**config.mk**
```make
export PLATFORM = sky130hd
export DESIGN_NAME = wb_uart
export DESIGN_NICKNAME = d
export VERILOG_FILES = /design/src/rtl/uart_pkg.sv /design/src/rtl/uart_fifo.sv /design/src/rtl/wb_uart.sv
export SDC_FILE = /design/constraint.sdc
export NUM_CORES = 1
export LEC_CHECK = 0
export BUFFER_PORTS_ARGS = -buffer_cell sky130_fd_sc_hd__buf_4
export CAP_MARGIN = 20
export CORE_MARGIN = 1.5
export CORE_UTILIZATION = 64
export CTS_CLUSTER_SIZE = 28
export DETAILED_ROUTE_END_ITERATION = 6
export GPL_ROUTABILITY_DRIVEN = 1
export PLACE_DENSITY = 0.84
export SYNTH_ARGS = -nofsm -noshare
export SYNTH_HDL_FRONTEND = slang
export SYNTH_HIERARCHICAL = 1
export SYNTH_SLANG_ARGS = --single-unit
export TNS_END_PERCENT = 20
```
**constraint.sdc**
```tcl
create_clock -name wb_clk_i -period 8.55 [get_ports wb_clk_i]
set_clock_uncertainty 0.15 [all_clocks]
set_input_delay 0 -clock wb_clk_i [delete_from_list [all_inputs] [get_ports wb_clk_i]]
set_output_delay 0 -clock wb_clk_i [all_outputs]
set_load 0.02 [all_outputs]
```
**src/rtl/uart_pkg.sv**
```systemverilog
// uart_pkg: shared constants, STATUS bit indices and FSM state types for wb_uart.
package uart_pkg;

  localparam int CLKDIV_W = 16;
  localparam int STATUS_W = 7;

  // Register offsets, decoded from adr[3:2]
  localparam logic [1:0] REG_DATA   = 2'd0;
  localparam logic [1:0] REG_STATUS = 2'd1;
  localparam logic [1:0] REG_CLKDIV = 2'd2;

  // STATUS bit indices
  localparam int ST_TX_FULL    = 0;
  localparam int ST_TX_EMPTY   = 1;
  localparam int ST_RX_EMPTY   = 2;
  localparam int ST_RX_FULL    = 3;
  localparam int ST_RX_OVERRUN = 4;
  localparam int ST_FRAME_ERR  = 5;
  localparam int ST_TX_BUSY    = 6;

  typedef enum logic [1:0] {
    TX_IDLE  = 2'd0,
    TX_START = 2'd1,
    TX_DATA  = 2'd2,
    TX_STOP  = 2'd3
  } tx_state_t;

  typedef enum logic [1:0] {
    RX_IDLE  = 2'd0,
    RX_START = 2'd1,
    RX_DATA  = 2'd2,
    RX_STOP  = 2'd3
  } rx_state_t;

endpackage

```
**src/rtl/uart_fifo.sv**
```systemverilog
// uart_fifo: 8-bit synchronous FIFO; a push into a full FIFO succeeds when a pop
// happens in the same cycle.
module uart_fifo #(
  parameter int DEPTH = 4
) (
  input  logic       clk_i,
  input  logic       rst_ni,
  input  logic       push_i,
  input  logic [7:0] wdata_i,
  input  logic       pop_i,
  output logic [7:0] rdata_o,
  output logic       full_o,
  output logic       empty_o
);

  localparam int            AW      = $clog2(DEPTH);
  localparam logic [AW:0]   DEPTH_C = (AW+1)'(DEPTH);

  logic [7:0]    mem_q [DEPTH];
  logic [AW-1:0] wptr_q;
  logic [AW-1:0] rptr_q;
  logic [AW:0]   count_q;
  logic          do_push_s;
  logic          do_pop_s;

  assign empty_o   = (count_q == '0);
  assign full_o    = (count_q == DEPTH_C);
  assign do_pop_s  = pop_i && !empty_o;
  assign do_push_s = push_i && (!full_o || do_pop_s);
  assign rdata_o   = mem_q[rptr_q];

  // Pointer and occupancy bookkeeping; power-of-two depth lets pointers wrap naturally
  always_ff @(posedge clk_i or negedge rst_ni) begin
    if (!rst_ni) begin
      wptr_q  <= '0;
      rptr_q  <= '0;
      count_q <= '0;
    end else begin
      if (do_push_s) wptr_q <= wptr_q + AW'(1'b1);
      if (do_pop_s)  rptr_q <= rptr_q + AW'(1'b1);
      count_q <= count_q + (AW+1)'(do_push_s) - (AW+1)'(do_pop_s);
    end
  end

  // Storage array; contents are only observed while the FIFO is non-empty
  always_ff @(posedge clk_i) begin
    if (do_push_s) mem_q[wptr_q] <= wdata_i;
  end

endmodule

```
**src/rtl/wb_uart.sv**
```systemverilog
// wb_uart: Wishbone slave 8N1 UART with TX/RX FIFOs, programmable bit period
// (CLKDIV+1 cycles) and sticky overrun / framing error flags.
module wb_uart
  import uart_pkg::*;
#(
  parameter int                  FIFO_DEPTH    = 4,
  parameter logic [CLKDIV_W-1:0] CLK_DIV_RESET = 16'd867
) (
  input  logic        wb_clk_i,
  input  logic        wb_rst_n,
  input  logic        wb_cyc_i,
  input  logic        wb_stb_i,
  input  logic        wb_we_i,
  input  logic [3:0]  wb_sel_i,
  input  logic [27:0] wb_adr_i,
  input  logic [31:0] wb_data_i,
  output logic        wb_ack_o,
  output logic        wb_error_o,
  output logic        wb_stall_o,
  output logic [31:0] wb_data_o,
  input  logic        uart_rx,
  output logic        uart_tx
);

  logic                req_s, ack_d, ack_q, err_d, err_q;
  logic [31:0]         rdata_d, rdata_q;
  logic [CLKDIV_W-1:0] clkdiv_d, clkdiv_q, clkdiv_wr_s;
  logic                ovr_d, ovr_q, fe_d, fe_q, clr_ovr_s, clr_fe_s, ovr_evt_s, fe_evt_s;
  logic [STATUS_W-1:0] status_s;
  logic                tx_push_s, tx_pop_s, tx_full_s, tx_empty_s;
  logic                rx_push_s, rx_pop_s, rx_full_s, rx_empty_s;
  logic [7:0]          tx_rdata_s, rx_rdata_s;

  tx_state_t           tx_state_d, tx_state_q;
  logic [CLKDIV_W-1:0] tx_timer_d, tx_timer_q;
  logic [2:0]          tx_bit_d, tx_bit_q;
  logic [7:0]          tx_shift_d, tx_shift_q;
  logic                tx_d, tx_q;

  rx_state_t           rx_state_d, rx_state_q;
  logic [CLKDIV_W-1:0] rx_timer_d, rx_timer_q, half_s;
  logic [CLKDIV_W:0]   half_sum_s;
  logic [2:0]          rx_bit_d, rx_bit_q;
  logic [7:0]          rx_shift_d, rx_shift_q;
  logic [1:0]          sync_q;
  logic                rx_prev_q, rx_s;

  assign req_s      = wb_cyc_i & wb_stb_i;
  assign wb_stall_o = 1'b0;
  assign wb_ack_o   = ack_q;
  assign wb_error_o = err_q;
  assign wb_data_o  = rdata_q;
  assign uart_tx    = tx_q;
  assign rx_s       = sync_q[1];
  // Mid-bit sample offset for the start bit: (CLKDIV+1)/2 cycles after the edge
  assign half_sum_s = {1'b0, clkdiv_q} + 17'd1;
  assign half_s     = half_sum_s[CLKDIV_W:1] - 16'd1;
  // A new error in the same cycle as a W1C clear keeps the flag set
  assign ovr_evt_s  = rx_push_s & rx_full_s & ~rx_pop_s;
  assign ovr_d      = (ovr_q & ~clr_ovr_s) | ovr_evt_s;
  assign fe_d       = (fe_q & ~clr_fe_s) | fe_evt_s;

  uart_fifo #(.DEPTH(FIFO_DEPTH)) u_tx_fifo (
    .clk_i(wb_clk_i), .rst_ni(wb_rst_n), .push_i(tx_push_s), .wdata_i(wb_data_i[7:0]),
    .pop_i(tx_pop_s), .rdata_o(tx_rdata_s), .full_o(tx_full_s), .empty_o(tx_empty_s)
  );

  uart_fifo #(.DEPTH(FIFO_DEPTH)) u_rx_fifo (
    .clk_i(wb_clk_i), .rst_ni(wb_rst_n), .push_i(rx_push_s), .wdata_i(rx_shift_d),
    .pop_i(rx_pop_s), .rdata_o(rx_rdata_s), .full_o(rx_full_s), .empty_o(rx_empty_s)
  );

  // STATUS register image
  always_comb begin
    status_s                = '0;
    status_s[ST_TX_FULL]    = tx_full_s;
    status_s[ST_TX_EMPTY]   = tx_empty_s;
    status_s[ST_RX_EMPTY]   = rx_empty_s;
    status_s[ST_RX_FULL]    = rx_full_s;
    status_s[ST_RX_OVERRUN] = ovr_q;
    status_s[ST_FRAME_ERR]  = fe_q;
    status_s[ST_TX_BUSY]    = (tx_state_q != TX_IDLE);
  end

  // Bus decode: one response per accepted request, side effects on the accepting edge
  always_comb begin
    ack_d       = 1'b0;
    err_d       = 1'b0;
    rdata_d     = 32'd0;
    tx_push_s   = 1'b0;
    rx_pop_s    = 1'b0;
    clr_ovr_s   = 1'b0;
    clr_fe_s    = 1'b0;
    clkdiv_wr_s = clkdiv_q;
    clkdiv_d    = clkdiv_q;
    if (req_s) begin
      ack_d = 1'b1;
      case (wb_adr_i[3:2])
        REG_DATA: begin
          if (wb_we_i) begin
            if (!wb_sel_i[0]) begin
              tx_push_s = 1'b0;
            end else if (tx_full_s && !tx_pop_s) begin
              ack_d = 1'b0;
              err_d = 1'b1;
            end else begin
              tx_push_s = 1'b1;
            end
          end else if (!rx_empty_s) begin
            rx_pop_s = 1'b1;
            rdata_d  = {23'd0, 1'b1, rx_rdata_s};
          end else begin
            rdata_d = 32'd0;
          end
        end
        REG_STATUS: begin
          if (wb_we_i && wb_sel_i[0]) begin
            clr_ovr_s = wb_data_i[ST_RX_OVERRUN];
            clr_fe_s  = wb_data_i[ST_FRAME_ERR];
          end else if (!wb_we_i) begin
            rdata_d = {25'd0, status_s};
          end else begin
            rdata_d = 32'd0;
          end
        end
        REG_CLKDIV: begin
          if (wb_we_i) begin
            if (wb_sel_i[0]) clkdiv_wr_s[7:0]  = wb_data_i[7:0];
            else             clkdiv_wr_s[7:0]  = clkdiv_q[7:0];
            if (wb_sel_i[1]) clkdiv_wr_s[15:8] = wb_data_i[15:8];
            else             clkdiv_wr_s[15:8] = clkdiv_q[15:8];
            clkdiv_d = (clkdiv_wr_s == 16'd0) ? 16'd1 : clkdiv_wr_s;
          end else begin
            rdata_d = {16'd0, clkdiv_q};
          end
        end
        default: begin
          ack_d = 1'b0;
          err_d = 1'b1;
        end
      endcase
    end else begin
      ack_d = 1'b0;
    end
  end

  // Bus response, configuration and sticky flag registers
  always_ff @(posedge wb_clk_i or negedge wb_rst_n) begin
    if (!wb_rst_n) begin
      ack_q    <= 1'b0;
      err_q    <= 1'b0;
      rdata_q  <= 32'd0;
      clkdiv_q <= CLK_DIV_RESET;
      ovr_q    <= 1'b0;
      fe_q     <= 1'b0;
    end else begin
      ack_q    <= ack_d;
      err_q    <= err_d;
      rdata_q  <= rdata_d;
      clkdiv_q <= clkdiv_d;
      ovr_q    <= ovr_d;
      fe_q     <= fe_d;
    end
  end

  // TX FSM next state; the serial line is registered from the current state
  always_comb begin
    tx_state_d = tx_state_q;
    tx_timer_d = tx_timer_q;
    tx_bit_d   = tx_bit_q;
    tx_shift_d = tx_shift_q;
    tx_pop_s   = 1'b0;
    tx_d       = 1'b1;
    case (tx_state_q)
      TX_IDLE: begin
        if (!tx_empty_s) begin
          tx_pop_s   = 1'b1;
          tx_shift_d = tx_rdata_s;
          tx_timer_d = clkdiv_q;
          tx_state_d = TX_START;
        end else begin
          tx_state_d = TX_IDLE;
        end
      end
      TX_START: begin
        tx_d = 1'b0;
        if (tx_timer_q == 16'd0) begin
          tx_timer_d = clkdiv_q;
          tx_bit_d   = 3'd0;
          tx_state_d = TX_DATA;
        end else begin
          tx_timer_d = tx_timer_q - 16'd1;
        end
      end
      TX_DATA: begin
        tx_d = tx_shift_q[0];
        if (tx_timer_q == 16'd0) begin
          tx_timer_d = clkdiv_q;
          tx_shift_d = {1'b0, tx_shift_q[7:1]};
          tx_bit_d   = tx_bit_q + 3'd1;
          if (tx_bit_q == 3'd7) tx_state_d = TX_STOP;
          else                  tx_state_d = TX_DATA;
        end else begin
          tx_timer_d = tx_timer_q - 16'd1;
        end
      end
      TX_STOP: begin
        tx_d = 1'b1;
        if (tx_timer_q != 16'd0) begin
          tx_timer_d = tx_timer_q - 16'd1;
        end else if (!tx_empty_s) begin
          tx_pop_s   = 1'b1;
          tx_shift_d = tx_rdata_s;
          tx_timer_d = clkdiv_q;
          tx_state_d = TX_START;
        end else begin
          tx_state_d = TX_IDLE;
        end
      end
      default: tx_state_d = TX_IDLE;
    endcase
  end

  // TX FSM state; line resets high asynchronously, discarding any partial frame
  always_ff @(posedge wb_clk_i or negedge wb_rst_n) begin
    if (!wb_rst_n) begin
      tx_state_q <= TX_IDLE;
      tx_timer_q <= 16'd0;
      tx_bit_q   <= 3'd0;
      tx_shift_q <= 8'd0;
      tx_q       <= 1'b1;
    end else begin
      tx_state_q <= tx_state_d;
      tx_timer_q <= tx_timer_d;
      tx_bit_q   <= tx_bit_d;
      tx_shift_q <= tx_shift_d;
      tx_q       <= tx_d;
    end
  end

  // Two-flop synchroniser plus previous-value flop for start-edge detection
  always_ff @(posedge wb_clk_i or negedge wb_rst_n) begin
    if (!wb_rst_n) begin
      sync_q    <= 2'b11;
      rx_prev_q <= 1'b1;
    end else begin
      sync_q    <= {sync_q[0], uart_rx};
      rx_prev_q <= sync_q[1];
    end
  end

  // RX FSM next state; returns to IDLE at the stop sample to catch a following start edge
  always_comb begin
    rx_state_d = rx_state_q;
    rx_timer_d = rx_timer_q;
    rx_bit_d   = rx_bit_q;
    rx_shift_d = rx_shift_q;
    rx_push_s  = 1'b0;
    fe_evt_s   = 1'b0;
    case (rx_state_q)
      RX_IDLE: begin
        if (rx_prev_q && !rx_s) begin
          rx_timer_d = half_s;
          rx_state_d = RX_START;
        end else begin
          rx_state_d = RX_IDLE;
        end
      end
      RX_START: begin
        if (rx_timer_q != 16'd0) begin
          rx_timer_d = rx_timer_q - 16'd1;
        end else if (rx_s) begin
          rx_state_d = RX_IDLE;
        end else begin
          rx_timer_d = clkdiv_q;
          rx_bit_d   = 3'd0;
          rx_state_d = RX_DATA;
        end
      end
      RX_DATA: begin
        if (rx_timer_q == 16'd0) begin
          rx_timer_d = clkdiv_q;
          rx_shift_d = {rx_s, rx_shift_q[7:1]};
          rx_bit_d   = rx_bit_q + 3'd1;
          if (rx_bit_q == 3'd7) rx_state_d = RX_STOP;
          else                  rx_state_d = RX_DATA;
        end else begin
          rx_timer_d = rx_timer_q - 16'd1;
        end
      end
      RX_STOP: begin
        if (rx_timer_q != 16'd0) begin
          rx_timer_d = rx_timer_q - 16'd1;
        end else begin
          rx_push_s  = rx_s;
          fe_evt_s   = !rx_s;
          rx_state_d = RX_IDLE;
        end
      end
      default: rx_state_d = RX_IDLE;
    endcase
  end

  // RX FSM state
  always_ff @(posedge wb_clk_i or negedge wb_rst_n) begin
    if (!wb_rst_n) begin
      rx_state_q <= RX_IDLE;
      rx_timer_q <= 16'd0;
      rx_bit_q   <= 3'd0;
      rx_shift_q <= 8'd0;
    end else begin
      rx_state_q <= rx_state_d;
      rx_timer_q <= rx_timer_d;
      rx_bit_q   <= rx_bit_d;
      rx_shift_q <= rx_shift_d;
    end
  end

endmodule
```
; After elaboration in Yosys (flattened, before gate mapping)
; Memory sizes are Yosys's and may differ from the RTL's.
; Cells that the tools add are included.
[classes]
add_sub_neg = 14
eq_ne = 22
n_bitwise = 10
n_reduce_logical = 38
muxes = 88
[ops]
columns = op, n
row1 = $mux 16, 11
row2 = $mux 8, 13
row3 = $pmux 16 s3, 2
row4 = $pmux 16 s4, 1
row5 = $logic_not 16->1, 3
row6 = $sub 16x1->16 const B, 3
row7 = $mux 1, 36
row8 = $reduce_bool 16->1, 2
row9 = $pmux 8 s3, 1
row10 = $mux 9, 2
row11 = $ne 2x2->1 const B, 9
row12 = $reduce_and 3->1, 6
row13 = $add 16x1->17 const B, 1
row14 = $pmux 2 s4, 2
row15 = $mux 3, 5
row16 = $mux 2, 7
row17 = $mux 7, 2
row18 = $eq 3x3->1 const B, 4
row19 = $pmux 3 s2, 2
row20 = $eq 2x2->1 const B, 5
row21 = $add 2x1->2 const B, 4
row22 = $pmux 1 s2, 4
row23 = $logic_and 1x1->1, 7
row24 = $add 3x1->3, 2
row25 = other kinds (15), 38
[word_totals]
elab_cells = 197
input_bits = 70
reg_bits = 128
output_inout_bits = 36
n_memories = 2
mem_bits_rw = 64
[mem_list]
columns = memory, depth, width, read_ports, rd_ports_with_merged_regs, write_ports, line_no
row1 = u_rx_fifo.mem_q, 4, 8, 1, 0, 1, uart_fifo.sv:19  ; logic [7:0] mem_q [DEPTH];
row2 = u_tx_fifo.mem_q, 4, 8, 1, 0, 1, uart_fifo.sv:19

; Depth between registers and ports, before layout
; Gate-level depths: netlist of run 1.
[depth]
depth_word = 14
mapped_depth = 13
mapped_depth_nobuf = 13

; By module
; Netlist of run 1, hierarchy kept.
[by_module_without_submodules]
columns = mod, cells_per_inst, instances, area_each_um2, seq_area_each_um2
row1 = wb_uart, 756, 1, 6523.8, 2464.9
row2 = uart_fifo, 77, 2, 1577.8, 1136.1

; Worst setup path before layout of run 1
; Ideal clock, no wire load.
[synth_path]
path_type = register -> register
from = register tx_timer_q[3]
to = register u_tx_fifo.count_q[2]
period_less_slack_ns = 2.943
setup_time_ns = 0.123
arrival_time_ns = 2.670
path_stages_with_launch = 12
required_time_ns = 8.277
n_path_buf = 0
path_slack_ns = 5.607
cell_sequence = dfrtp_1 nor4_1 and4_1 a31o_2 nand2_1 a21oi_1 or2_1 a21bo_1 ha_1 fa_1 xnor2_1 xnor2_1
[synth_via]
elab_chain_len = 13
word_cells_on_any_way = 15
classes_between = add/sub (2) / mux (7) / reduce/logical (6)
[synth_lines]
columns = element, line_no
row1 = "start, declared", wb_uart.sv:35  ; logic [CLKDIV_W-1:0] tx_timer_d, tx_timer_q;
row2 = "start signal, assigned", wb_uart.sv:234  ; tx_timer_q <= tx_timer_d;
row3 = $reduce_bool 16->1, wb_uart.sv:209  ; if (tx_timer_q != 16'd0) begin
row4 = $mux 1, wb_uart.sv:209
row5 = $pmux 1 s2, wb_uart.sv:174  ; case (tx_state_q)
row6 = $logic_not 1->1, wb_uart.sv:103  ; end else if (tx_full_s && !tx_pop_s) begin
row7 = $logic_and 1x1->1, wb_uart.sv:103
row8 = $mux 1, wb_uart.sv:103
row9 = $mux 1, wb_uart.sv:101  ; if (!wb_sel_i[0]) begin
row10 = $mux 1, wb_uart.sv:100  ; if (wb_we_i) begin
row11 = $mux 1, wb_uart.sv:98  ; case (wb_adr_i[3:2])
row12 = $mux 1, wb_uart.sv:96  ; if (req_s) begin
row13 = via tx_push_s, wb_uart.sv:30  ; logic tx_push_s, tx_pop_s, tx_full_s, tx_empty_s;
row14 = $logic_and 1x1->1, uart_fifo.sv:29  ; assign do_push_s = push_i && (!full_o || do_pop_s);
row15 = $add 3x1->3, uart_fifo.sv:41  ; count_q <= count_q + (AW+1)'(do_push_s) - (AW+1)'(do_pop_s);
row16 = $sub 3x1->3, uart_fifo.sv:41
row17 = "end signal, assigned", uart_fifo.sv:41
row18 = "end, declared", uart_fifo.sv:22  ; logic [AW:0] count_q;
; The timed path passes the listed nets, and every way through them passes these cells.
; A chain may end at the register's enable or synchronous reset.

; Final worst setup path of run 1
[layout_path]
from = register rx_timer_q[5]
to = register u_rx_fifo.count_q[2]
[layout_via]
elab_chain_len = 6
[layout_lines]
columns = element, line_no
row1 = "start, declared", wb_uart.sv:41  ; logic [CLKDIV_W-1:0] rx_timer_d, rx_timer_q, half_s;
row2 = "start signal, assigned", wb_uart.sv:313  ; rx_timer_q <= rx_timer_d;
row3 = $reduce_bool 16->1, wb_uart.sv:292  ; if (rx_timer_q != 16'd0) begin
row4 = $mux 1, wb_uart.sv:292
row5 = $mux 1, wb_uart.sv:260  ; case (rx_state_q)
row6 = via rx_push_s, wb_uart.sv:31  ; logic rx_push_s, rx_pop_s, rx_full_s, rx_empty_s;
row7 = $logic_and 1x1->1, uart_fifo.sv:29
row8 = $add 3x1->3, uart_fifo.sv:41
row9 = $sub 3x1->3, uart_fifo.sv:41
row10 = "end signal, assigned", uart_fifo.sv:41
row11 = "end, declared", uart_fifo.sv:22
; The timed path passes the listed nets, and every way through them passes these cells.

==> results of run 1 <==
final cells by class:
cell class | instances | area share [%]
Clock buffer | 17 | 3.90
Multi-Input combinational cell | 641 | 41.4
Clock inverter | 15 | 1.49
Sequential cell | 176 | 43.4
Inverter | 38 | 1.31
Tap cell | 184 | 2.11
Timing Repair Buffer | 79 | 6.42
worst paths after layout:
check / slack [ps] / end / startpoint / depth (start not counted)
worst max-delay path: 4400 / u_rx_fifo/count_q[2]$_DFF_PN0_ / rx_timer_q[5]$_DFFE_PN0P_ / 11
worst min-delay path: 60 / sync_q[0]$_DFF_PN1_ / uart_rx / 2
worst max register to register: 4400 / u_rx_fifo/count_q[2]$_DFF_PN0_ / rx_timer_q[5]$_DFFE_PN0P_ / 11
worst min register to register: 210 / sync_q[1]$_DFF_PN1_ / sync_q[0]$_DFF_PN1_ / 0
max in group asynchronous: 6770 / rx_timer_q[4]$_DFFE_PN0P_ / wb_rst_n / 5
min in group asynchronous: 520 / clkdiv_q[8]$_DFFE_PN1P_ / wb_rst_n / 3
power by group through the flow:
stage,clock network [W],registers (W),logic (W)
global route,0.000821,0.00128,0.00119
floorplan,0,0.00114,0.000903
CTS,0.000786,0.00125,0.00106
global placement,0,0.00126,0.000997
finish,0.000782,0.00126,0.00108
detailed placement,0,0.00127,0.00103
cell usage after synthesis, types with 7 or more instances:
| master | number |
|---|---|
| sky130_fd_sc_hd__o221ai_1 | 8 |
| sky130_fd_sc_hd__nor2_1 | 63 |
| sky130_fd_sc_hd__mux2i_1 | 27 |
| sky130_fd_sc_hd__ha_1 | 30 |
| sky130_fd_sc_hd__a22oi_1 | 31 |
| sky130_fd_sc_hd__buf_1 | 8 |
| sky130_fd_sc_hd__inv_1 | 38 |
| sky130_fd_sc_hd__and3_1 | 13 |
| sky130_fd_sc_hd__dfrtp_1 | 102 |
| sky130_fd_sc_hd__a21oi_1 | 40 |
| sky130_fd_sc_hd__nand4_1 | 11 |
| sky130_fd_sc_hd__or3_1 | 13 |
| sky130_fd_sc_hd__buf_4 | 17 |
| sky130_fd_sc_hd__o21ai_0 | 41 |
| sky130_fd_sc_hd__nand3_1 | 17 |
| sky130_fd_sc_hd__xnor2_1 | 24 |
| sky130_fd_sc_hd__xor2_1 | 21 |
| sky130_fd_sc_hd__nor3_1 | 24 |
| sky130_fd_sc_hd__nand2b_1 | 7 |
| sky130_fd_sc_hd__and2_1 | 18 |
| sky130_fd_sc_hd__dfstp_2 | 10 |
| sky130_fd_sc_hd__mux4_2 | 16 |
| sky130_fd_sc_hd__o22ai_1 | 24 |
| sky130_fd_sc_hd__clkbuf_1 | 40 |
| sky130_fd_sc_hd__mux2_2 | 16 |
| sky130_fd_sc_hd__nand2_1 | 82 |
| sky130_fd_sc_hd__edfxtp_1 | 64 |
routing by layer:
| metal | vias to the layer above | track usage [%] |
|---|---|---|
| li1 | 3382 | - |
| met1 | 3622 | 38.2 |
| met2 | 373 | 49.2 |
| met3 | 60 | 6.03 |
| met4 | 0 | 11.7 |
| met5 | - | 0 |
worst reg2reg max path: cells and delay by family, from the launching register on:
family,cells,cell delay [ps]
AND/OR/NAND/NOR,6,2240
XOR/XNOR,2,450
flip-flops,1,410
adder cells (fa/ha/maj),2,600
AO/OA/AOI/OAI,1,220
cell families (layout without fill, tap and decap cells):
kind of cell | Yosys count | after routing | share of synthesized area [%]
mux | 61 | 61 | 8.69
flops | 176 | 176 | 48.9
other cells | 1 | 17 | 0.0387
compound gates | 202 | 202 | 13.9
buf+inv | 109 | 149 | 5.03
fa+ha+maj | 32 | 32 | 4.29
simple gates | 284 | 284 | 15.0
xor+xnor | 45 | 45 | 4.07
timing repair:
action                                 CTS  global route
buffers inserted                         0             0
hold buffers                            28             0
endpoints found under the hold margin   96             0
resized for setup                        0             0
layout by cell type (no fill, tap or decap), types with 27 or more instances in the layout:
master and instances:
sky130_fd_sc_hd__dfrtp_1 102, sky130_fd_sc_hd__edfxtp_1 64, sky130_fd_sc_hd__inv_1 38, sky130_fd_sc_hd__buf_4 47
sky130_fd_sc_hd__a22oi_1 31, sky130_fd_sc_hd__a21oi_1 40, sky130_fd_sc_hd__nor2_1 63, sky130_fd_sc_hd__nand2_1 82
sky130_fd_sc_hd__o21ai_0 41, sky130_fd_sc_hd__ha_1 30, sky130_fd_sc_hd__mux2i_1 27, sky130_fd_sc_hd__dlygate4sd3_1 28
stage by stage:
step	setup slack [ps]	instances	area [sq um]	utilization (%)
after detailed placement	4650	1086	9980	68.2
after global placement	4750	1086	9980	68.2
final	4400	1150	10900	74.6
after global routing	4190	1150	10900	74.6
after floorplan	5610	926	9740	-
after CTS	4490	1146	10900	74.1
sequential cells by signal, summed over array words and instances, names as in the netlist, 8 cells and up, named ones only:
name	flops
tx_timer_q	16
u_tx_fifo/mem_q	32
wb_data_o	16
rx_shift_q	8
tx_shift_q	8
clkdiv_q	16
u_rx_fifo/mem_q	32
rx_timer_q	16
==> results.md, run 1 <==
- Outcome: finished, violations left
- Violated checks: DRC
- RSZ-0062 raised after global routing: false
- Starting DRC count in detailed routing: 764
- Via count: 7,437
- Avg Synthesized Cell Area: 10.6 sq um
- Unique cell type count in the Yosys netlist: between 70 and 80
- Sequential-to-total area share from yosys stat: 48.9%
- Post-synthesis async set-or-reset flop share: 63.6%
- Gate count after technology mapping: 910
- CTS H-tree depth: 4
- Critical path's top delay family: simple AND/OR/NAND/NOR gates
- Element type at the critical path end: flip-flop
- Post-route DRC violation count: 3
- Final RePlAce weighted congestion: 0.898
- Worst min-delay path category: input port to flip-flop
- Max layer used: met4
- Flop pwr share: roughly 40%
- Tightest slew margin relative to the limit: roughly 36%
- Delay contributed by the slowest stage of the critical path: ~700 ps
- I/O pin count: 106
- Internal Dissipation: 0.00193 W
- Total buffers and inverters traversed by the critical path: 0
- Max FO, Critical Path: 13
- Static leakage: between 4 and 5 nW
- Fin. max-slew vios: 0
- Area share of the leading cell type in the synthesized netlist: about a quarter
- Routed met3 length: 1.74 mm
- Remaining antenna violation count: 0
- Detailed-route wire length per cell: 19.9 um
- Max Cap Violations: 0
- Number of endpoints with negative hold slack in the final report: 0
- Ratio of final minimum period to clock period: around 49%
- Setup violators final: 0
- Area of the die: around 16,000 sq um
- Number of buffers created by CTS: 17
- Net switching component of the power: approximately 0.0012 W
- Total clock sinks: 176
- Post-route minimum period: approximately 4200 ps
- Slowest stage cell on the critical path: sky130_fd_sc_hd__nor2_1
- Overall die width: roughly 130 um
- Count of buffers from port buffering: 44
- Portion of total power attributed to combinational logic: 34.7%
- Cell taking the most area after synthesis: sky130_fd_sc_hd__dfrtp_1
- Portion of total power attributed to the clock network: 25.1%
- Core Box Area: roughly 15,000 sq um
- Cell at the root of the clock tree: sky130_fd_sc_hd__clkbuf_16
- Most instantiated flip-flop cell in the synthesis netlist: sky130_fd_sc_hd__dfrtp_1
- Fmax: between 0.2 and 0.25 GHz
- Fillers: 992
- Power density over the cells: 286 nW/um^2
- Critical path arrival: approximately 4400 ps
- Largest net degree at the start of global routing: 86
- Setup CP Type: flip-flop to flip-flop
- Global router's overall resource usage: 29.5%
- Wire length of the first global-routing pass: between 30 and 40 mm
- Clock edge transition at the registers on the reported setup and hold paths: approximately 70 ps
- Vert. Die Dim: 126 um
- Initial antenna violation count: 0
- EDFF count, synth: 64
- VDD IR max: about 0.17 mV
- Final layout net count: 1,055
- Grt total ovfl: 0
- Detailed placer's ending HPWL: 14.7 mm
- List of cells traversed by the critical path: nor3_1 > nand4_1 > nor2_1 > nand2_1 > nor3_1 > or2_1 > a21bo_1 > ha_1 > fa_1 > xnor2_1 > xnor2_1
- Met2 routed WL: approximately 11 mm
- #FFs+latches synth: 176
- TritonCTS clock tree: done
- Share of total power consumed by net switching: 38.1%
- Worst Max-Slew Pin Slew: 962 ps
- Netlist Area Pre-Place: approximately 9700 sq um
- Top cells by area in the synthesized netlist: sky130_fd_sc_hd__dfrtp_1 26%, sky130_fd_sc_hd__edfxtp_1 20%, sky130_fd_sc_hd__ha_1 3.9%
- Met1 wire length: 9.30 mm
- Final-layout worst hold slack: 64.9 ps
- Setup crit start kind: flip-flop
- Share of cells above drive strength 1: 14.9%
- YS warnings: 6
- Tot Pwr: approximately 0.0031 W
- Clock tree buffer depth: 2
- Ratio of routed vias to standard cells: 6.47
- Ant. Diodes: 0
- Data required, critical path: 8750 ps
- Setup TNS after final layout: 0 ps
- Register area: approximately 4700 sq um
- Via count of the first global-routing pass: about 7,400
- Growth of design area from synthesis to finish: 12.8%
- Footprint of the multi-input gates: approximately 4500 sq um
- First-pass DRT Iterations: 7
- Initial core utilization: 66.1%
- Post-detailed-routing wire length: 22.8 mm
- Clk Latency, worst-skew pair: 440 ps
- Total number of placement rows: 44
Power figures use the tool's default switching activity.
==> run 2, diff against run 1 <==
--- a/config.mk
+++ b/config.mk
@@ -5,14 +5,15 @@
 export SDC_FILE = /design/constraint.sdc
 export NUM_CORES = 1
 export LEC_CHECK = 0
+export ABC_AREA = 1
 export BUFFER_PORTS_ARGS = -buffer_cell sky130_fd_sc_hd__buf_4
 export CAP_MARGIN = 20
 export CORE_MARGIN = 1.5
-export CORE_UTILIZATION = 64
+export CORE_UTILIZATION = 54
 export CTS_CLUSTER_SIZE = 28
 export DETAILED_ROUTE_END_ITERATION = 6
 export GPL_ROUTABILITY_DRIVEN = 1
-export PLACE_DENSITY = 0.84
+export PLACE_DENSITY = 0.75
 export SYNTH_ARGS = -nofsm -noshare
 export SYNTH_HDL_FRONTEND = slang
 export SYNTH_HIERARCHICAL = 1
==> constraint.sdc (replaced) <==
create_clock -name wb_clk_i -period 3.8 [get_ports wb_clk_i]
set_clock_uncertainty 0.15 [all_clocks]
set_input_delay 0 -clock wb_clk_i [delete_from_list [all_inputs] [get_ports wb_clk_i]]
set_output_delay 0 -clock wb_clk_i [all_outputs]
set_load 0.02 [all_outputs]
==> run 2 against run 1 <==
Effect of this change: the run ends with hold timing left; flip-flop and latch count did not move; combinational power rose by 71%; non-clock buffer count increased by 12; routed wire length increased by 4.7%; critical path depth grew 3; sequential share of layout area fell by 1.2 points; first-iteration DRC count is 11% lower; clock power grew 120%; critical endpoint is now u_tx_fifo/count_q[2]$_DFF_PN0_; highest routed layer unchanged.
==> results.md, run 2 <==
- Remaining antenna violation count: 0 (unchanged)
- Setup TNS after final layout: 0 ps (unchanged)
- Largest registers: u_rx_fifo/mem_q: 32 flops, u_tx_fifo/mem_q: 32 flops
- Setup violators final: 0 (unchanged)
- Power density over the cells: 534 nW/um^2 (+87%)
- Portion of total power attributed to combinational logic: 30.8% (-3.9 points)
- Ratio of final minimum period to clock period: 81.5% (+33 points)
- Element type at the critical path end: flip-flop
- Via count of the first global-routing pass: 7,996 (+8.7%)
- Clock edge transition at the registers on the reported setup and hold paths: 70 ps (about the same)
- Setup CP Type: flip-flop to flip-flop
- Net switching component of the power: 0.00225 W (+90%)
- Fin cells: 1,519 (+32%)
- Ratio of routed vias to standard cells: 5.47 (-15%)
- Footprint of the multi-input gates: 4360 sq um (-3.6%)
- Cell at the root of the clock tree: sky130_fd_sc_hd__clkbuf_16
- Netlist Area Pre-Place: 9860 sq um (+1.8%)
- Starting DRC count in detailed routing: 678 (-11%)
- Violated checks: hold timing
- Area share of the leading cell type in the synthesized netlist: 25.9% (-0.47 points)
- Count of buffers from port buffering: 44 (unchanged)
- Final-layout worst hold slack: -11.7 ps (-76.6 ps)
- Flop pwr share: 41.0% (+0.8 points)
- EDFF count, synth: 64 (unchanged)
- Most instantiated flip-flop cell in the synthesis netlist: sky130_fd_sc_hd__dfrtp_1
- Wire length of the first global-routing pass: 39.4 mm (+7.3%)
- Worst Max-Slew Pin Slew: 839 ps (-122 ps)
- Detailed placer's ending HPWL: 16.5 mm (+12%)
- Share of total power consumed by net switching: 37.6% (-0.48 points)
- Register area: 4740 sq um (unchanged)
- Post-route DRC violation count: 0 (-3)
- Outcome: finished, violations left
- Sequential-to-total area share from yosys stat: 48.1% (-0.88 points)
- Max Cap Violations: 0 (unchanged)
- Post-detailed-routing wire length: 23.9 mm (+4.7%)
- Detailed-route wire length per cell: 15.7 um (-21%)
- Fmax: 0.323 GHz (+34%)
- YS warnings: 6 (unchanged)
- Internal Dissipation: 0.00374 W (+93%)
- Total clock sinks: 176 (unchanged)
- Growth of design area from synthesis to finish: 13.9%
- Via count: 8,308 (+12%)
- Critical path arrival: 3270 ps (-1090 ps)
- Ant. Diodes: 0 (unchanged)
- Number of buffers created by CTS: 17 (unchanged)
- Clock tree buffer depth: 2 (unchanged)
- RSZ-0062 raised after global routing: false
- Final layout net count: 1,379 (+31%)
- Avg Synthesized Cell Area: 8.23 sq um (-23%)
- TritonCTS clock tree: done
- Grt total ovfl: 0 (unchanged)
- Unique cell type count in the Yosys netlist: 52 (-33%)
- Portion of total power attributed to the clock network: 28.2% (+3.1 points)
- VDD IR max: 0.442 mV (+150%)
- Core Box Area: 17,900 sq um (+22%)
- Number of endpoints with negative hold slack in the final report: 2 (+2)
- Top cells by area in the synthesized netlist: sky130_fd_sc_hd__dfrtp_1 26%, sky130_fd_sc_hd__edfxtp_1 19%, sky130_fd_sc_hd__nand2_1 10%
- Overall die width: 138 um (+9.6%)
- #FFs+latches synth: 176 (unchanged)
- Gate count after technology mapping: 1,198 (+32%)
- Initial antenna violation count: 0 (unchanged)
- Tightest slew margin relative to the limit: 43.8% (+8.1 points)
- Quantity of gates resized following cts: 0 (unchanged)
- Post-synthesis async set-or-reset flop share: 63.6% (unchanged)
- Initial core utilization: 55.1% (-11 points)
- Max FO, Critical Path: 7 (-6)
- Cell taking the most area after synthesis: sky130_fd_sc_hd__dfrtp_1
- Tot Pwr: 0.00599 W (+92%)
- List of cells traversed by the critical path: nor2_1 > inv_1 > nor2_1 > nand3b_2 > nor2_1 > inv_1 > nand2_1 > nand2_1 > a21oi_1 > nand3b_1 > nand2_1 > ha_1 > fa_1 > xnor2_1
- Post-placement cell count: 1,450 (+34%)
- Final RePlAce weighted congestion: 0.939 (+4.6%)
- Most frequent cells after synthesis: 264 x sky130_fd_sc_hd__nand2_1, 154 x sky130_fd_sc_hd__nor2_1, 124 x sky130_fd_sc_hd__inv_1
- Data required, critical path: 3980 ps (-4770 ps)
- I/O pin count: 106 (unchanged)
- CTS H-tree depth: 4 (unchanged)
- Setup crit start kind: flip-flop
- Fillers: 1,514 (+53%)
- Delay contributed by the slowest stage of the critical path: 430 ps (-270 ps)
- Most instantiated library cell after synthesis: sky130_fd_sc_hd__nand2_1
- Fin. max-slew vios: 0 (unchanged)
- Static leakage: 5.02 nW (+11%)
- Clk Latency, worst-skew pair: 440 ps (about the same)
- Post-route minimum period: 3100 ps (-1060 ps)
- Slowest stage cell on the critical path: sky130_fd_sc_hd__dfrtp_1
- Global router's overall resource usage: 25.6% (-3.8 points)
- Vert. Die Dim: 138 um (+9.6%)
- Largest net degree at the start of global routing: 113 (+31%)
- Most common library cell in the layout ignoring fill and taps: sky130_fd_sc_hd__nand2_1
- Share of cells above drive strength 1: 11.0% (-3.9 points)
- Area of the die: 19,100 sq um (+20%)
- Total number of placement rows: 49 (+11%)
- Worst min-delay path category: input port to async pin
- First-pass DRT Iterations: 6 (-1)
- Most frequent cells in the layout: 264 x sky130_fd_sc_hd__nand2_1, 154 x sky130_fd_sc_hd__nor2_1, 124 x sky130_fd_sc_hd__inv_1, 108 x sky130_fd_sc_hd__o21ai_0, 102 x sky130_fd_sc_hd__dfrtp_1
[run 2: changes by cell type after synthesis, sizes merged, moves of 20 or more]
cell / change
a22oi: -29
nor2: +109
inv: +91
and2: -20
clkbuf: -27
nand3: +45
nand2: +194
o21ai: +106
mux2i: -25
[run 2: path summary, 6_finish.rpt]
path / from / end / slack, ps / cells past startpoint
min in group wb_clk_i: uart_rx / sync_q[0]$_DFF_PN1_ / 60 / 2
hold reg to reg: sync_q[0]$_DFF_PN1_ / sync_q[1]$_DFF_PN1_ / 210 / 0
max in group asynchronous: wb_rst_n / u_rx_fifo/rptr_q[0]$_DFFE_PN0N_ / 2990 / 3
setup / recovery: tx_timer_q[12]$_DFF_PN0_ / u_tx_fifo/count_q[2]$_DFF_PN0_ / 700 / 14
hold / removal: wb_rst_n / tx_shift_q[4]$_DFFE_PN0P_ / -10 / 3
setup reg to reg: tx_timer_q[12]$_DFF_PN0_ / u_tx_fifo/count_q[2]$_DFF_PN0_ / 700 / 14
[run 2: cell type report]
cell class	instances	area share [%]
Sequential cell	176	42.2
Timing Repair Buffer	91	7.02
Clock inverter	14	1.14
Clock buffer	18	3.82
Inverter	131	4.45
Multi-Input combinational cell	860	38.8
Tap cell	229	2.55
[run 2: power groups by stage]
| stage | logic (W) | clock network, W | registers, W |
|---|---|---|---|
| after floorplan | 0.00142 | 0 | 0.00239 |
| after global placement | 0.00172 | 0 | 0.00247 |
| after detailed placement | 0.00176 | 0 | 0.00248 |
| after CTS | 0.00182 | 0.00170 | 0.00245 |
| after global routing | 0.00209 | 0.00178 | 0.00249 |
| final | 0.00185 | 0.00169 | 0.00246 |
[run 2: stage by stage]
stage	setup WS (ps)	utilization [%]	cell area, sq um
3_5_place_dp	769	57.5	10300
2_1_floorplan	1050	-	9920
4_1_cts	735	62.7	11200
6_report	705	62.7	11200
5_1_grt	487	62.7	11200
3_3_place_gp	804	57.5	10300
[run 2: worst max-delay path: cells and delay by family, from the launching register on]
kind | cells | cell delay (ps)
flip-flops | 1 | 430
adder cells (fa/ha/maj) | 2 | 570
XOR/XNOR | 1 | 140
AND/OR/NAND/NOR | 8 | 1170
buffers and inverters | 2 | 160
AO/OA/AOI/OAI | 1 | 370
[run 2: logic make-up (layout without fill, tap and decap cells)]
group,after synthesis,after routing,share of synthesized area [%]
compound gates,232,232,12.9
xor+xnor,20,20,1.78
other cells,1,17,0.0380
mux,2,2,0.203
simple gates,557,557,24.4
fa+ha+maj,32,32,4.21
buf+inv,178,254,8.39
flops,176,176,48.1
[run 2: timing repair]
item / 4_1_cts / 5_1_grt
hold buffers: 37 / 0
endpoints found under the hold margin: 172 / 0
buffers inserted: 0 / 0
[run 2: per-layer routing]
layer | routed length (um) | vias up | track usage, %
met4 | 608 | 0 | 11.2
li1 | - | 4095 | -
met5 | 0 | - | 0
met2 | 11700 | 269 | 43.1
met3 | 1240 | 48 | 3.84
met1 | 10300 | 3896 | 33.1
==> run 3, diff against run 2 <==
--- a/config.mk
+++ b/config.mk
@@ -9,11 +9,11 @@
 export BUFFER_PORTS_ARGS = -buffer_cell sky130_fd_sc_hd__buf_4
 export CAP_MARGIN = 20
 export CORE_MARGIN = 1.5
-export CORE_UTILIZATION = 54
+export CORE_UTILIZATION = 60
 export CTS_CLUSTER_SIZE = 28
 export DETAILED_ROUTE_END_ITERATION = 6
 export GPL_ROUTABILITY_DRIVEN = 1
-export PLACE_DENSITY = 0.75
+export PLACE_DENSITY = 0.79
 export SYNTH_ARGS = -nofsm -noshare
 export SYNTH_HDL_FRONTEND = slang
 export SYNTH_HIERARCHICAL = 1
==> constraint.sdc (replaced) <==
create_clock -name wb_clk_i -period 3 [get_ports wb_clk_i]
set_clock_uncertainty 0.15 [all_clocks]
set_input_delay 0 -clock wb_clk_i [delete_from_list [all_inputs] [get_ports wb_clk_i]]
set_output_delay 0 -clock wb_clk_i [all_outputs]
set_load 0.02 [all_outputs]
==> run 3 against run 2 <==
Effect of this change: the run still ends with hold timing left; combinational power rose by 30%; global-route usage rose by 3.0 points; die area fell by 9.8%; routed wire length barely moved; cell count barely moved; register-to-register slack got worse by 670 ps; non-clock buffer count rose by 14; first-iteration DRC count rose by 26%; clock power rose by 30%; sequential share of layout area fell by 0.44 points.
==> results.md, run 3 (same netlist as run 2, synthesis figures left out) <==
- Outcome: finished, violations left
- Violated checks: hold timing
- Overall die width: 131 um (-5.0%)
- Initial antenna violation count: 0 (unchanged)
- Via count of the first global-routing pass: 7,982 (-0.18%)
- Area of the die: 17,200 sq um (-9.8%)
- TritonCTS clock tree: done
- Data required, critical path: 3220 ps (-760 ps)
- CTS H-tree depth: 4 (unchanged)
- Element type at the critical path end: flip-flop
- Largest net degree at the start of global routing: 60 (-47%)
- Critical path arrival: 3190 ps (-80 ps)
- Remaining antenna violation count: 0 (unchanged)
- Count of buffers from port buffering: 44 (unchanged)
- Final-layout worst hold slack: -14.8 ps (-3.13 ps)
- Grt total ovfl: 0 (unchanged)
- Setup violators final: 0 (unchanged)
- Initial core utilization: 61.8% (+6.8 points)
- Most common library cell in the layout ignoring fill and taps: sky130_fd_sc_hd__nand2_1
- Number of buffers created by CTS: 17 (unchanged)
- RR Startpoint: clkdiv_q[10]$_DFFE_PN0P_
- Placement Setup Slack: 273 ps (-496 ps)
- Setup TNS after final layout: 0 ps (unchanged)
- Post-route DRC violation count: 0 (unchanged)
- VDD IR max: 0.524 mV (+19%)
- Fin. max-slew vios: 0 (unchanged)
- Ratio of final minimum period to clock period: 98.7% (+17 points)
- Worst min-delay path category: input port to async pin
- Max Cap Violations: 0 (unchanged)
- Delay contributed by the slowest stage of the critical path: 590 ps (+160 ps)
- Final RePlAce weighted congestion: 0.917 (-2.4%)
- Fmax: 0.338 GHz (+4.5%)
- Static leakage: 5.11 nW (+1.8%)
- List of cells traversed by the critical path: inv_2 > nor2_1 > a21oi_1 > dlygate4sd3_1 > inv_1 > nor4_1 > nand4_1 > a21oi_1 > dlygate4sd3_1
- Core Box Area: 15,900 sq um (-11%)
- I/O pin count: 106 (unchanged)
- Total buffers and inverters traversed by the critical path: 4 (+2)
- Total clock sinks: 176 (unchanged)
- Clock tree buffer depth: 2 (unchanged)
- Number of endpoints with negative hold slack in the final report: 3 (+1)
- Ratio of routed vias to standard cells: 5.60 (+2.3%)
- Ant. Diodes: 0 (unchanged)
- Share of cells above drive strength 1: 12.2% (+1.2 points)
- Clock edge transition at the registers on the reported setup and hold paths: 70 ps (about the same)
- Total number of placement rows: 46 (-6.1%)
- Setup crit start kind: flip-flop
- Post-route minimum period: 2960 ps (-133 ps)
- Clk Latency, worst-skew pair: 440 ps (about the same)
- Cell at the root of the clock tree: sky130_fd_sc_hd__clkbuf_16
- Wire length of the first global-routing pass: 39.3 mm (-0.25%)
- Register area: 4740 sq um (unchanged)
- Power density over the cells: 681 nW/um^2 (+28%)
- Worst Max-Slew Pin Slew: 735 ps (-104 ps)
- Number of cell instances on the worst register-to-register path: 9 (-5)
- Growth of design area from synthesis to finish: 15.1%
- Fillers: 1,196 (-21%)
- FF-to-FF setup slack: 40 ps (-670 ps)
- Slowest stage cell on the critical path: sky130_fd_sc_hd__dlygate4sd3_1
- Most frequent cells in the layout: 264 x sky130_fd_sc_hd__nand2_1, 153 x sky130_fd_sc_hd__nor2_1, 123 x sky130_fd_sc_hd__inv_1, 108 x sky130_fd_sc_hd__o21ai_0, 102 x sky130_fd_sc_hd__dfrtp_1
- First-pass DRT Iterations: 6 (unchanged)
- Critical path's top delay family: buffers and inverters
- Vert. Die Dim: 131 um (-5.0%)
- Via count: 8,505 (+2.4%)
- Tightest slew margin relative to the limit: 51.0% (+7.2 points)
- Share of the core filled with cells in the final layout: 71.2% (+8.5 points)
- Endpoint of the worst-slack reg-to-reg timing path: clkdiv_q[0]$_DFFE_PN1P_
- Starting DRC count in detailed routing: 851 (+26%)
- Final worst-path setup slack: 38.1 ps (-667 ps)
- Max FO, Critical Path: 6 (-1)
- Post-detailed-routing wire length: 23.9 mm (about the same)
- Detailed-route wire length per cell: 15.7 um (about the same)
- Setup CP Type: flip-flop to flip-flop
- Detailed placer's ending HPWL: 16.5 mm (about the same)
- Final layout net count: 1,393 (+1.0%)
- Global router's overall resource usage: 28.7% (+3.0 points)
- Footprint of the multi-input gates: 4360 sq um (about the same)
- RSZ-0062 raised after global routing: false
- Largest registers: u_rx_fifo/mem_q: 32 flops, u_tx_fifo/mem_q: 32 flops
[run 3: cell count changes in the layout (fill, tap and decap cells not counted), sizes merged]
cell,before,now
dlygate4sd3,37,36
bufinv,1,2
buf,54,69
inv,136,134
clkbuf,18,19
[run 3: power by group]
part	switching, W	internal (W)
Clock	0.000952	0.00124
Combinational	0.00160	0.000815
Sequential	0.000342	0.00278
[run 3: worst max path at each step]
stage,startpoint,endpoint,slack (ps),cells after the start
2_1_floorplan,rx_timer_q[0]$_DFFE_PN0P_,u_rx_fifo/count_q[2]$_DFF_PN0_,250,11
3_3_place_gp,tx_timer_q[10]$_DFF_PN0_,u_tx_fifo/count_q[2]$_DFF_PN0_,350,14
3_5_place_dp,tx_timer_q[0]$_DFF_PN0_,u_tx_fifo/count_q[2]$_DFF_PN0_,270,14
4_1_cts,clkdiv_q[10]$_DFFE_PN0P_,clkdiv_q[0]$_DFFE_PN1P_,140,9
5_1_grt,clkdiv_q[8]$_DFFE_PN1P_,clkdiv_q[0]$_DFFE_PN1P_,4,9
6_report,clkdiv_q[10]$_DFFE_PN0P_,clkdiv_q[0]$_DFFE_PN1P_,40,9
[run 3: area by class of cell]
class | instances | share of cell area (%)
well taps | 216 | 2.38
repair buffers | 105 | 7.85
clock buffers | 19 | 3.82
inverters | 131 | 4.40
multi-input cells | 860 | 38.4
flip-flops and latches | 176 | 41.8
clock inverters | 13 | 1.36
[run 3: layer usage]
| layer | vias to the layer above | part of all wire (%) | global-route usage [%] |
|---|---|---|---|
| li1 | 4128 | - | - |
| met1 | 3939 | 42 | 36.8 |
| met2 | 371 | 49 | 47.8 |
| met3 | 67 | 6.6 | 5.25 |
| met4 | 0 | 2.9 | 12.4 |
| met5 | - | 0 | 0 |
[run 3: per-stage QoR]
| stage | cell area, sq um | power, W | cells |
|---|---|---|---|
| 6_report | 11300 | 0.00773 | 1520 |
| 5_1_grt | 11300 | 0.00814 | 1520 |
| 4_1_cts | 11300 | 0.00768 | 1520 |
| 3_5_place_dp | 10400 | 0.00540 | 1452 |
| 3_3_place_gp | 10400 | 0.00533 | 1452 |
| 2_1_floorplan | 9920 | 0.00481 | 1214 |
[run 3: worst reg2reg max path, stage by stage, from the launching register on]
cell and delay [ps]:
sky130_fd_sc_hd__dfrtp_1 490, sky130_fd_sc_hd__inv_2 200, sky130_fd_sc_hd__nor2_1 60, sky130_fd_sc_hd__a21oi_1 150
sky130_fd_sc_hd__dlygate4sd3_1 590, sky130_fd_sc_hd__inv_1 60, sky130_fd_sc_hd__nor4_1 290, sky130_fd_sc_hd__nand4_1 180
sky130_fd_sc_hd__a21oi_1 160, sky130_fd_sc_hd__dlygate4sd3_1 570
[run 3: timing repair]
item | 4_1_cts | 5_1_grt
hold buffers | 36 | 0
endpoints found under the setup margin | 0 | 2
resized for setup | 0 | 2
setup buffers | 0 | 0
endpoints found under the hold margin | 126 | 0
